`src/rtl/pattern_pkg.sv`:
```
// pattern_pkg: shared FSM encoding and default word width for the pattern serializer
package pattern_pkg;
  localparam int PAT_WORD_W = 4;
  typedef enum logic {ST_IDLE = 1'b0, ST_SHIFT = 1'b1} state_t;
endpackage

```
`src/rtl/pattern_hold_reg.sv`:
```
// pattern_hold_reg: one-word holding register with full flag and load/take strobes
module pattern_hold_reg
  import pattern_pkg::*;
#(
  parameter int WIDTH = PAT_WORD_W
) (
  input  logic             clk,
  input  logic             rst,
  input  logic             load,
  input  logic             take,
  input  logic [WIDTH-1:0] d,
  output logic [WIDTH-1:0] q,
  output logic             full
);
  always_ff @(posedge clk or negedge rst) begin
    if (!rst) begin
      q    <= '0;
      full <= 1'b0;
    end else begin
      if (load) q <= d;
      // A simultaneous take and load keeps the register full with the new word
      full <= load | (full & ~take);
    end
  end
endmodule

```
`src/rtl/pattern_serializer.sv`:
```
// pattern_serializer: valid/ready parallel-to-serial feeder with a one-word holding register
module pattern_serializer
  import pattern_pkg::*;
#(
  parameter int WIDTH     = PAT_WORD_W,
  parameter bit LSB_FIRST = 1'b0,
  parameter bit IDLE_BIT  = 1'b0
) (
  input  logic             clk,
  input  logic             rst,
  input  logic [WIDTH-1:0] din,
  input  logic             din_valid,
  output logic             din_ready,
  output logic             x,
  output logic             x_valid,
  output logic             x_first,
  output logic             busy
);
  localparam int CW = $clog2(WIDTH);
  state_t           state;
  logic [WIDTH-1:0] sr;
  logic [WIDTH-1:0] hold;
  logic [CW-1:0]    cnt;
  logic             hold_full;
  logic             last;
  logic             acc;
  logic             load;
  logic             take;
  assign last      = (state == ST_SHIFT) && (cnt == CW'(WIDTH - 1));
  assign din_ready = rst && (!hold_full || last);
  assign acc       = din_valid && din_ready;
  // On the last bit with an empty hold, a new word goes straight into sr
  assign load      = acc && (state == ST_SHIFT) && (!last || hold_full);
  assign take      = last && hold_full;
  assign x         = (state == ST_SHIFT) ? (LSB_FIRST ? sr[0] : sr[WIDTH-1]) : IDLE_BIT;
  assign x_valid   = (state == ST_SHIFT);
  assign x_first   = x_valid && (cnt == '0);
  assign busy      = x_valid || hold_full;
  pattern_hold_reg #(.WIDTH(WIDTH)) u_hold (
    .clk  (clk),
    .rst  (rst),
    .load (load),
    .take (take),
    .d    (din),
    .q    (hold),
    .full (hold_full)
  );
  always_ff @(posedge clk or negedge rst) begin
    if (!rst) begin
      state <= ST_IDLE;
      sr    <= '0;
      cnt   <= '0;
    end else if (state == ST_IDLE) begin
      if (acc) begin
        sr    <= din;
        cnt   <= '0;
        state <= ST_SHIFT;
      end
    end else if (!last) begin
      sr  <= LSB_FIRST ? (sr >> 1) : (sr << 1);
      cnt <= cnt + 1'b1;
    end else if (hold_full) begin
      sr  <= hold;
      cnt <= '0;
    end else if (acc) begin
      sr  <= din;
      cnt <= '0;
    end else begin
      state <= ST_IDLE;
    end
  end
endmodule
```
`config.mk`:
```
export PLATFORM = sky130hd
export DESIGN_NAME = pattern_serializer
export DESIGN_NICKNAME = d
export VERILOG_FILES = /design/src/rtl/pattern_pkg.sv /design/src/rtl/pattern_hold_reg.sv /design/src/rtl/pattern_serializer.sv
export SDC_FILE = /design/constraint.sdc
export NUM_CORES = 1
export LEC_CHECK = 0
export ABC_AREA = 1
export CORE_AREA = 2 2 39 41
export DETAILED_ROUTE_END_ITERATION = 12
export DIE_AREA = 0 0 41 43
export PLACE_DENSITY = 0.74
export SYNTH_ARGS = -nofsm -noshare
export SYNTH_HDL_FRONTEND = slang
export SYNTH_SLANG_ARGS = --single-unit
```
`constraint.sdc`:
```
create_clock -name clk -period 2.55 [get_ports clk]
set_clock_uncertainty 0.1 [all_clocks]
set_input_delay 0.765 -clock clk [delete_from_list [all_inputs] [get_ports clk]]
set_output_delay 0.765 -clock clk [all_outputs]
set_load 0.02 [all_outputs]
```
Word level (Yosys, flattened, before mapping)
Index checks and enable logic that the tools add are counted.
{ "totals": {"mem_bits_rw": 0, "out_inout_bits": 5, "rom_bits": 0, "register_bits": 12, "n_memories": 0, "latch_bits": 0} }
{ "op_classes": {"n_mux": 13, "magnitude_cmp": 0, "bitwise": 3, "n_shift": 0, "n_reduce_logical": 13, "mul": 0, "n_addsub": 1, "eq_ne": 1, "n_div": 0} }
{ "op_table": {"columns": ["op", "n"], "rows": [
  ["$mux W4", 4],
  ["$mux W2", 4],
  ["$logic_and A1 B1 Y1", 7],
  ["$mux W1", 5],
  ["$logic_or A1 B1 Y1", 3],
  ["$add A2 B1 Y2 const B", 1],
  ["$eq A2 B2 Y1 const B", 1],
  ["$logic_not A1 Y1", 2],
  ["$logic_not A2 Y1", 1],
  ["$and A1 B1 Y1", 1],
  ["$not A1 Y1", 1],
  ["$or A1 B1 Y1", 1]
]} }

Depth between registers and ports, before layout
{ "depth": {"word_depth": 9, "mapped_depth": 7, "mapped_depth_nobuf": 7} }

By module
Synthesis repeated with hierarchy kept, for this count alone.
{ "hier_totals": {"cells_unflattened": 82, "area_unflattened_um2": 640.6} }
{ "by_module_without_submodules": {"columns": ["mod", "area_each_um2", "n_inst", "seq_area_each_um2", "cells_per_inst"], "rows": [
  ["pattern_serializer", 455.4, 1, 175.2, 61],
  ["pattern_hold_reg", 185.2, 1, 125.1, 21]
]} }

Worst setup path after synthesis
OpenSTA, ideal clock, no wires.
{ "synth_timing": {"kind": "in2out", "startpoint": "input port rst", "endpoint": "output port din_ready", "arrival_ns": 1.161, "required_ns": 1.685, "slack_ns": 0.524, "path_buffers": 0, "stages": 1, "path_cell_list": "a21boi_1"} }
{ "synth_between": {"elab_chain_cells": 1} }
{ "synth_lines": {"columns": ["element", "line_no", "source"], "rows": [
  ["start: declaration", "pattern_serializer.sv:10", "input logic rst,"],
  ["$logic_and A1 B1 Y1", "pattern_serializer.sv:30", "assign din_ready = rst && (!hold_full || last);"],
  ["end: declaration", "pattern_serializer.sv:13", "output logic din_ready,"]
]} }
No other way between the ends.

Worst setup path after layout
Same ends and word-level chain as after synthesis.

==> PnR_summary.wiki <==
{| class="wikitable"
! Metric !! Value
|-
| Proportion of netlist area held by the largest area contributor || 47.2%
|-
| Worst path top cell family by delay || buffers and inverters
|-
| Sequential-to-total area share from yosys stat || 47.2%
|-
| Headroom to the max-slew limit || 77.5%
|-
| CP Max Fanout || 2
|-
| Ant diodes || 0
|-
| Critical-path top delay cell || clkdlybuf4s50_1
|-
| Fraction of layout instances using a drive strength above 1 || 14.9%
|-
| Final worst path period share || 98.7%
|-
| Area of combinational cells with multiple inputs || 283 µm²
|-
| Crit path kind || input port to output port
|-
| Endpoint arrival time on the critical path || 1650 ps
|-
| Max capacitance violation total || 0
|-
| DRC || 0
|-
| Maximum level of the CTS H-tree || 1
|-
| Number of rows created at floorplan || 14
|-
| Crit path time final || 2520 ps
|-
| Highest achievable clock rate || 397 MHz
|-
| Share of synthesized cell area in full adder, half adder and majority cells || 3.94%
|-
| Max Root-Sink Buffers || 2
|-
| Worst min path class || register to register
|-
| Clk_lat worst skew || 280 ps
|-
| Gp weighted congestion || 0.818
|-
| Cell area after layout || 815 µm²
|-
| Area fraction in and, or, nand and nor cells after synthesis || 33.5%
|-
| Number of sinks on the clock net || 12
|-
| Number of fill cells || 135
|-
| Starting Density || 45.9%
|-
| Via count of the first global-routing pass || 558
|-
| Largest cells by area after synthesis || dfrtp_1 47%, nand2_1 18%, inv_1 7.7%
|-
| Kind of start point of the critical path || input port
|-
| Largest stage delay on the critical path || 520 ps
|-
| Number of iterations in the first detailed-routing pass || 4
|-
| Ports || 12
|-
| Dominant combinational cell family by area after synthesis || simple AND/OR/NAND/NOR gates
|-
| Die X-Extent || 41 µm
|-
| Largest net degree at the start of global routing || 18
|-
| Critical path buffers and inverters || 2
|-
| Synth-to-Final Area Change || 28.1%
|-
| Flop2flop setup slack || 960 ps
|-
| Die Area || 1760 µm²
|-
| Data required time of the worst path || 1690 ps
|-
| Element type at the critical path end || output port
|-
| Actual transition at the worst max-transition pin || 337 ps
|-
| Max VDD drop || 0.602 mV
|-
| Final net count || 112
|-
| DP Area || 788 µm²
|-
| Compound-cell area share of the yosys netlist || 6.50%
|-
| Final Hold Fails || 0
|-
| Multiplexer area fraction after synthesis || 0%
|-
| Routed via count || 581
|-
| Area of the placeable core || 1380 µm²
|-
| Total congestion overflow || 0
|-
| Post-Syn Instances || 84
|-
| FF/Latch Area || 300 µm²
|-
| Clock tree root buffer cell || clkbuf_4
|-
| Die Y-Extent || 43 µm
|-
| Number of buffers inserted by hold repair at cts || 0
|-
| Antenna violations before repair || 0
|-
| Result of the run || finished, final reports clean
|-
| Clk slew on worst S/H paths || 60 ps
|-
| Final routed wire length divided by cell count || 10.6 µm
|-
| Chain of cells forming the critical path || clkdlybuf4s50_1 > a21boi_2 > buf_4
|-
| Clock tree from TritonCTS || built
|-
| Number of vias per cell || 4.97
|-
| Minimum setup slack after placement || -447 ps
|-
| All-layer global routing usage || 18.7%
|-
| Setup violators final || 0
|-
| Xor/xnor share of the synthesized area || 0%
|-
| Cell leakage power || 0.457 nW
|-
| Yosys reg bits || 12
|-
| Detailed placement HPWL || 1000 µm
|-
| Unrepaired setup endpoints after global routing || false
|-
| Total length of routed wires || 1240 µm
|-
| Pins over their slew limit || 0
|-
| Synth Warn # || 0
|-
| Drt initial violations || 10
|-
| Count of input and output buffers || 11
|-
| Pwr dens || 1120 nW/µm²
|-
| Distinct cells, synth || 15
|-
| Post-synth design cell area || 636 µm²
|-
| Total clock buffers created by CTS || 3
|-
| ANT nets after route || 0
|-
| Final Worst Setup Slack || 33.3 ps
|-
| Wire length of the first global-routing pass || 2140 µm
|-
| Cell type contributing the most total cell area after synthesis || dfrtp_1
|-
| Number of post-CTS setup repair buffers || 0
|-
| Total nets after synthesis || 93
|-
| Average footprint of a synthesized cell || 7.57 µm²
|-
| Tot Pwr || 0.000910 W
|}
[cell families after synthesis]
logic type	count (synthesis)
compound gates	7
fa+ha+maj	2
buf+inv	15
flops	12
simple gates	48
[per-stage QoR]
| step | TNS (ps) | utilization (%) | hold slack (ps) | cells |
|---|---|---|---|---|
| 2_1_floorplan | 0 | - | 342 | 84 |
| 4_1_cts | 0 | 58.7 | 380 | 117 |
| 5_1_grt | 0 | 58.9 | 410 | 117 |
| 3_3_place_gp | -452 | 57.0 | 359 | 114 |
| 3_5_place_dp | -447 | 57.0 | 364 | 114 |
| 6_report | 0 | 58.9 | 375 | 117 |
[cell usage after synthesis, drive strengths merged]
cell	number
nand2	32
inv	15
dfrtp	12
nand3	6
nand4	5
nor2	5
a21oi	4
ha	2
o21ai	2
a21boi	1
[metal layers]
metal,up-vias,wire length [µm],global-route usage (%)
met1,264,519,21.1
li1,300,-,-
met4,0,20,10.0
met3,2,58,4.71
met5,-,0,0
met2,15,645,30.3
[what timing repair did]
action	in CTS	in global routing
resized for setup	6	1
pin swaps	0	0
endpoints found under the setup margin	1	1
[layout make-up]
| class | instances | share of cell area, % |
|---|---|---|
| sequential | 12 | 36.9 |
| multi-input combinational | 57 | 34.7 |
| timing repair buffer | 14 | 16.3 |
| inverter | 15 | 6.91 |
| clock buffer | 3 | 2.76 |
| tap | 16 | 2.46 |
[worst paths after layout]
kind                                  start          end  cells after the start
max in group asynchronous               rst  u_hold.full                      2
worst max-delay path                    rst    din_ready                      3
worst min-delay path            u_hold.q[3]  u_hold.q[3]                      2
worst max register to register       cnt[1]  u_hold.q[0]                      8
min in group asynchronous               rst        sr[3]                      2
worst min register to register  u_hold.q[3]  u_hold.q[3]                      2
[state kept, by name, indices dropped and copies added (netlist names)]
name and flops:
x_valid 1, sr 4, u_hold.full 1, u_hold.q 4
cnt 2
[worst reg2reg max path, cell delays in order, from the launching register on]
cell and delay, ps:
dfrtp_1 350, ha_1 260, nand2_2 90, buf_4 160
nand2_2 110, nand3_2 150, nor2_2 190, nand2_1 80
nand2_1 60
[cell usage in the layout (no fill, tap or decap)]
| cell | instances |
|---|---|
| a21boi_2 | 1 |
| clkbuf_4 | 3 |
| inv_2 | 2 |
| clkdlybuf4s50_1 | 9 |
| a21oi_2 | 1 |
| nand2_1 | 30 |
| a21oi_1 | 3 |
| buf_4 | 4 |
| nand2_2 | 2 |
| nand4_1 | 5 |
| nor2_1 | 4 |
| dlymetal6s2s_1 | 1 |
| nor2_2 | 1 |
| ha_1 | 2 |
| dfrtp_1 | 12 |
| o21ai_1 | 2 |
| inv_1 | 13 |
| nand3_1 | 5 |
| nand3_2 | 1 |
[report_power, final]
part           internal [W]  switching [W]  total, W  leakage (nW)
sequential         0.000276      0.0000528  0.000329         0.150
clock             0.0000548      0.0000625  0.000117        0.0138
combinational      0.000186       0.000278  0.000464         0.294
No activity file was read; power rests on OpenSTA's default activity.
